## src/rtl/dma_pkg.sv

```systemverilog
// dma_pkg: shared state enum, transfer-mode codes and mode-decode helper for the DMA controller
package dma_pkg;
  typedef enum logic [2:0] {IDLE, HOLD, READ, WRITE, DONE} dma_state_t;
  localparam logic [1:0] MODE_IO_TO_MEM = 2'b00;
  localparam logic [1:0] MODE_MEM_TO_IO = 2'b01;
  localparam logic [1:0] MODE_MEM_TO_MEM = 2'b10;
  function automatic logic one_hot3(input logic a, input logic b, input logic c);
    return {a, b, c} inside {3'b100, 3'b010, 3'b001};
  endfunction
endpackage

```

## src/rtl/dma_wait_ctr.sv

```systemverilog
// dma_wait_ctr: saturating per-phase wait-cycle counter, sat flags MAX_WAIT reached
module dma_wait_ctr #(
  parameter int MAX_WAIT = 7
) (
  input  logic clk,
  input  logic rst,
  input  logic clr,
  input  logic inc,
  output logic sat
);
  localparam int CW = MAX_WAIT > 0 ? $clog2(MAX_WAIT + 1) : 1;
  localparam logic [CW-1:0] LIM = CW'(MAX_WAIT);
  logic [CW-1:0] cnt;
  always_ff @(posedge clk)
    cnt <= rst || clr ? '0 : inc && cnt != LIM ? cnt + 1'b1 : cnt;
  assign sat = cnt == LIM;
endmodule

```

## src/rtl/dma_transfer_control.sv

```systemverilog
// dma_transfer_control: DMA bus-arbitration and READ/WRITE/DONE word-sequencing FSM (wait states when DMA_WAIT_STATE_EN is defined)
module dma_transfer_control #(
  parameter int MAX_WAIT = 7
) (
  input  logic CLK,
  input  logic RESET,
  input  logic DREQ,
  input  logic HLDA,
  input  logic CS,
  input  logic cpu_ior,
  input  logic cpu_iow,
  input  logic READY,
  input  logic io_to_mem,
  input  logic mem_to_io,
  input  logic mem_to_mem,
  input  logic terminal_count,
  output logic HRQ,
  output logic DACK,
  output logic MEMR,
  output logic MEMW,
  output logic IOR,
  output logic IOW,
  output logic EOP,
  output logic ProgramMode,
  output logic StateRead,
  output logic StateWrite,
  output logic StateDone,
  output logic ior,
  output logic iow
);
  import dma_pkg::*;
  dma_state_t state;
  logic [1:0] mode;
  logic go, adv;
  assign mode = mem_to_mem ? MODE_MEM_TO_MEM : mem_to_io ? MODE_MEM_TO_IO : MODE_IO_TO_MEM;
  assign go = DREQ && !CS && one_hot3(io_to_mem, mem_to_io, mem_to_mem);
`ifdef DMA_WAIT_STATE_EN
  logic busy, sat;
  assign busy = state == READ || state == WRITE;
  assign adv = READY || sat;
  dma_wait_ctr #(.MAX_WAIT(MAX_WAIT)) u_wait (
    .clk(CLK),
    .rst(RESET),
    .clr(!busy || adv),
    .inc(busy && !adv),
    .sat(sat)
  );
`else
  logic unused_ready;
  assign unused_ready = READY ^ (MAX_WAIT == 0);
  assign adv = 1'b1;
`endif
  always_ff @(posedge CLK) begin
    if (RESET) state <= IDLE;
    else
      case (state)
        IDLE:    state <= go ? HOLD : IDLE;
        HOLD:    state <= HLDA ? READ : HOLD;
        READ:    state <= adv ? WRITE : READ;
        WRITE:   state <= adv ? DONE : WRITE;
        DONE:    state <= terminal_count || !HLDA ? IDLE : READ;
        default: state <= IDLE;
      endcase
  end
  assign HRQ = state != IDLE;
  assign StateRead = state == READ;
  assign StateWrite = state == WRITE;
  assign StateDone = state == DONE;
  assign ProgramMode = state == IDLE && CS && !HLDA;
  assign ior = ProgramMode && cpu_ior;
  assign iow = ProgramMode && cpu_iow;
  assign IOR = StateRead && mode == MODE_IO_TO_MEM;
  assign MEMR = StateRead && mode != MODE_IO_TO_MEM;
  assign MEMW = StateWrite && mode != MODE_MEM_TO_IO;
  assign IOW = StateWrite && mode == MODE_MEM_TO_IO;
  assign DACK = IOR || IOW;
  assign EOP = StateDone && terminal_count;
endmodule

```

## config.mk

```make
export PLATFORM = sky130hd
export DESIGN_NAME = dma_transfer_control
export DESIGN_NICKNAME = d
export VERILOG_FILES = /design/src/rtl/dma_pkg.sv /design/src/rtl/dma_wait_ctr.sv /design/src/rtl/dma_transfer_control.sv
export SDC_FILE = /design/constraint.sdc
export NUM_CORES = 1
export LEC_CHECK = 0
export ABC_CLOCK_PERIOD_IN_PS = 1650
export CORE_AREA = 4 4 41 43
export CTS_CLUSTER_SIZE = 30
export DETAILED_ROUTE_END_ITERATION = 16
export DIE_AREA = 0 0 45 47
export GPL_ROUTABILITY_DRIVEN = 0
export GPL_TIMING_DRIVEN = 0
export PLACE_DENSITY = 0.61
export SKIP_CTS_REPAIR_TIMING = 1
export SLEW_MARGIN = 30
export SYNTH_ARGS = -nofsm -noshare
export SYNTH_HDL_FRONTEND = slang
export SYNTH_SLANG_ARGS = --single-unit
```

## constraint.sdc

```tcl
create_clock -name CLK -period 1.65 [get_ports CLK]
set_input_delay 0.33 -clock CLK [delete_from_list [all_inputs] [get_ports CLK]]
set_output_delay 0.33 -clock CLK [all_outputs]
set_load 0.02 [all_outputs]
```

# Word level (Yosys, flattened, before mapping)

Index checks and enable logic that the tools add are counted.

Equality and inequality tests: 9
Reductions and logical operators: 20
Mux-type cells: 6

Operator list:

| operator           | count |
|---|---|
| $pmux 3 s5         | 1 |
| $logic_and 1x1->1  | 11 |
| $eq 3x2->1 const B | 3 |
| $eq 3x1->1 const B | 2 |
| $eq 3x3->1 const B | 2 |
| $mux 2             | 3 |
| $reduce_bool 3->1  | 2 |
| $logic_not 3->1    | 1 |
| $eq 2x1->1 const B | 1 |
| $logic_not 1->1    | 2 |
| $logic_not 2->1    | 1 |
| $logic_or 1x1->1   | 2 |
| $mux 1             | 2 |
| $ne 2x1->1 const B | 1 |
| $reduce_bool 2->1  | 1 |

Logic and storage cells: 36
Output and inout port bits: 13
Input bits: 12
Register bits after elaboration: 3

# Longest topological paths before layout

Depth in word-level cells: 5
Depth in mapped cells: 5

# Worst setup path before layout

No wires, ideal clock.

Path kind: flip-flop to output port
Start: register state[2]
End: output ior
Data arrival time: 1.478 ns
Cell stages (with the launch flop): 4
Slack: -0.158 ns
Path buffers: 0
Data required time: 1.320 ns
Cell sequence: dfxtp_1 -> or3_4 -> nor3b_2 -> and2_1

Longest elaborated chain between the ends: 4

RTL lines:

| element                         | RTL line                   | text |
|---|---|---|
| start, declared                 | dma_transfer_control.sv:32 | `dma_state_t state;` |
| start signal, assigned          | dma_transfer_control.sv:57 | `IDLE: state <= go ? HOLD : IDLE;` |
| start signal, assigned          | dma_transfer_control.sv:58 | `HOLD: state <= HLDA ? READ : HOLD;` |
| start signal, assigned          | dma_transfer_control.sv:59 | `READ: state <= adv ? WRITE : READ;` |
| $logic_not 3->1                 | dma_transfer_control.sv:69 | `assign ProgramMode = state == IDLE && CS && !HLDA;` |
| $logic_and 1x1->1 (2 in series) | dma_transfer_control.sv:69 |  |
| net ProgramMode                 | dma_transfer_control.sv:24 | `output logic ProgramMode,` |
| $logic_and 1x1->1               | dma_transfer_control.sv:70 | `assign ior = ProgramMode && cpu_ior;` |
| end, declared                   | dma_transfer_control.sv:28 | `output logic ior,` |

The timed path passes the listed nets, and every way through them passes these cells.

# Worst setup path after layout

Start: register state[2]
End: output ior

Longest elaborated chain between the ends: 4

RTL lines:

| element                         | RTL line |
|---|---|
| $logic_not 3->1                 | dma_transfer_control.sv:69 |
| $logic_and 1x1->1 (2 in series) | dma_transfer_control.sv:69 |
| $logic_and 1x1->1               | dma_transfer_control.sv:70 |

No other way between the ends.

==> results.json <==
{
  "finalHoldViolations": 0,
  "syn-num-nets": 51,
  "cts_root_buf": "clkbuf_4",
  "setup_viol": 3,
  "num_vias": 356,
  "r2r_end": "state[0]",
  "internal_power_mw": 0.224,
  "finalCritPeriodShare": 1.10,
  "die-area_sq_mm": 0.00212,
  "grt_pass1_vias": 341,
  "max_stage_delay_ns": 0.42,
  "drtAntennaViolNets": 0,
  "synth_area_sq_um": 302,
  "layout-drive-gt1-share": 0.333,
  "clk_pin_slew_ns": 0.04,
  "num_rows": 13,
  "place.port_buffers": 22,
  "io-pin-count": 25,
  "routed_via_density": 4.40,
  "cp-start-kind": "flop",
  "clkSinkCount": 3,
  "ys_warn_count": 0,
  "clockBufferDepth": 2,
  "fp.dieH_microns": 47,
  "grt_max_degree": 9,
  "fmax_mhz": 553,
  "cts_tree": "done",
  "start_util": 0.232,
  "p_leak_nw": 0.418,
  "slew_violations": 0,
  "crit_type": "reg -> out",
  "critPathSlowestCell": "or3_4",
  "placed_cell_area_sq_um": 557,
  "crit_arrival_ns": 1.48,
  "dp_slack_ns": -0.523,
  "firstDrtPassIters": 1,
  "holdWs_ns": 0.545,
  "top_register": "state",
  "ir_worst_vdd_mv": 0.415,
  "drt-total-wl_microns": 840,
  "fin_area_sq_um": 603,
  "fin_util": 0.463,
  "synthToLayoutAreaGrowth_pct": 100,
  "antenna_found_initial": 0,
  "syn_inst": 39,
  "cp_cell_sequence": "or3_4, nor3b_4, and2_4, buf_4",
  "hpwl_microns": 652,
  "clkPwrFrac": 0.415,
  "p_switching_mw": 0.0799,
  "fin_ws_ns": -0.159,
  "largest_reg_flops": 3,
  "reg_top3": "state x3",
  "crit_start": "state[2]",
  "die_w_microns": 45,
  "rrSetupSlack_ns": 0.31,
  "critical_path.endpoint": "ior",
  "fin_nets": 79,
  "coreArea_sq_mm": 0.00130,
  "p_sw_frac": 0.263,
  "yosysSeqAreaShare": 0.199,
  "synth-seq-cells": 3,
  "grt_pass1_wl_mm": 1.26,
  "maxSlewHeadroom": 0.811,
  "max_cap_viol_count": 0,
  "numCtsBuffers": 3,
  "p_comb_frac": 0.317,
  "clock_latency_ns": 0.23,
  "p_per_area_mw_per_mm2": 503,
  "fin_skew_ns": 0.00478,
  "p_total_mw": 0.304,
  "synth_cell_type_count": 23,
  "wl_per_cell_microns": 10.4,
  "worstPathRequired_ns": 1.32,
  "grt_use_total": 0.0813,
  "drt_iter0_markers": 0,
  "n_antenna_cell": 0,
  "end_kind": "primary output",
  "status": "finished, violations left",
  "failed_checks": "negative setup slack",
  "reg2reg_from": "state[2]",
  "crit_path_max_fanout": 7,
  "syn-mean-instance-area_sq_um": 7.73,
  "grt.overflow.total": 0,
  "hold_path_class": "reg -> reg",
  "p_seq_frac": 0.268,
  "rsz0062_at_grt": "yes",
  "worst_pin_slew_ns": 0.283,
  "drcViolationCount": 0,
  "ctsHtreeMaxLevel": 1,
  "reg2reg_depth": 3,
  "min_period_ns": 1.81
}
## power groups by stage
| stage | registers, mW | clock network [mW] | logic [mW] |
|---|---|---|---|
| floorplan | 0.0806 | 0 | 0.0496 |
| global placement | 0.0817 | 0 | 0.0968 |
| detailed placement | 0.0819 | 0 | 0.0968 |
| CTS | 0.0807 | 0.135 | 0.0972 |
| global route | 0.0819 | 0.144 | 0.103 |
| finish | 0.0813 | 0.126 | 0.0963 |
## cells in the final DEF, fill, tap and decap left out
cell             Yosys  layout
mux2i_1              1       1
o21ai_0              1       1
nor3_1               1       1
buf_6                1       2
nor2_1               5       5
or3_4                1       1
and2_4               0       2
a21o_1               1       1
clkbuf_2             0       2
or3b_1               1       1
nor3b_2              1       1
nand3b_1             3       3
and3_2               1       1
or3b_2               1       1
buf_4                0       3
inv_1                4       4
dlymetal6s2s_1       0       9
nand2_1              1       1
nor3b_4              0       1
dfxtp_2              0       3
clkbuf_4             0       3
clkdlybuf4s50_1      0       8
o21bai_1             1       1
o211a_1              1       1
clkbuf_1             0       1
a2111oi_2            1       1
and2_1               3       1
and2_2               1       1
a21oi_1              3       3
nand2b_1             2       2
## cells by family after synthesis
group | count (synthesis) | share of synthesized area
buffers and inverters | 5 | 0.0871
and+or+nand+nor | 22 | 0.481
muxes | 1 | 0.0332
AOI/OAI and AO/OA | 8 | 0.199
DFF | 3 | 0.199
## layout make-up
type | instances | area, sq um
Sequential cell | 3 | 63.8
Timing Repair Buffer | 23 | 236
Multi-Input combinational cell | 31 | 231
Inverter | 4 | 15.0
Tap cell | 15 | 18.8
Clock buffer | 4 | 26.3
Buffer | 1 | 11.3
Fill cell | 149 | 698
## per-layer routing
metal  share of wire  track usage
met1            0.42       0.0907
met2            0.51        0.133
met3           0.070       0.0153
met4               0       0.0702
met5               0            0
## synthesized netlist by cell type
master | number | area (sq um)
inv_1 | 4 | 15.0
a21o_1 | 1 | 7.51
nor3b_1 | 1 | 7.51
o211a_1 | 1 | 10.0
mux2i_1 | 1 | 10.0
or3b_2 | 1 | 8.76
or3b_1 | 1 | 8.76
dfxtp_1 | 3 | 60.1
and3_2 | 1 | 7.51
nand2_1 | 1 | 3.75
or3_4 | 1 | 11.3
o21bai_1 | 1 | 7.51
o21ai_0 | 1 | 5.00
a21oi_1 | 3 | 15.0
nand3b_1 | 3 | 22.5
a2111oi_2 | 1 | 15.0
nor3b_2 | 1 | 12.5
nor2_1 | 5 | 18.8
and2_2 | 1 | 7.51
nor3_1 | 1 | 5.00
nand2b_1 | 2 | 12.5
and2_1 | 3 | 18.8
buf_6 | 1 | 11.3
## through the flow
step,cells,setup TNS [ns]
floorplan,39,-0.0472
global placement,76,-3.70
detailed placement,76,-3.62
CTS,80,-5.19
global route,81,-0.564
finish,81,-0.428
## worst max-delay path: cells and delay by family (launching register included)
| kind | cells | cell delay [ns] |
|---|---|---|
| buffers and inverters | 1 | 0.13 |
| flip-flops | 1 | 0.33 |
| AND/OR/NAND/NOR | 3 | 0.79 |
## worst min-delay path by stage
| stage | from | depth (start not counted) | end | slack, ns |
|---|---|---|---|---|
| floorplan | RESET | 1 | state[1] | 0.40 |
| global placement | state[2] | 2 | state[0] | 0.60 |
| detailed placement | state[2] | 2 | state[0] | 0.60 |
| CTS | state[2] | 2 | state[0] | 0.61 |
| global route | state[2] | 2 | state[1] | 0.57 |
| finish | state[2] | 2 | state[1] | 0.54 |
(Power assumes the default switching activity.)
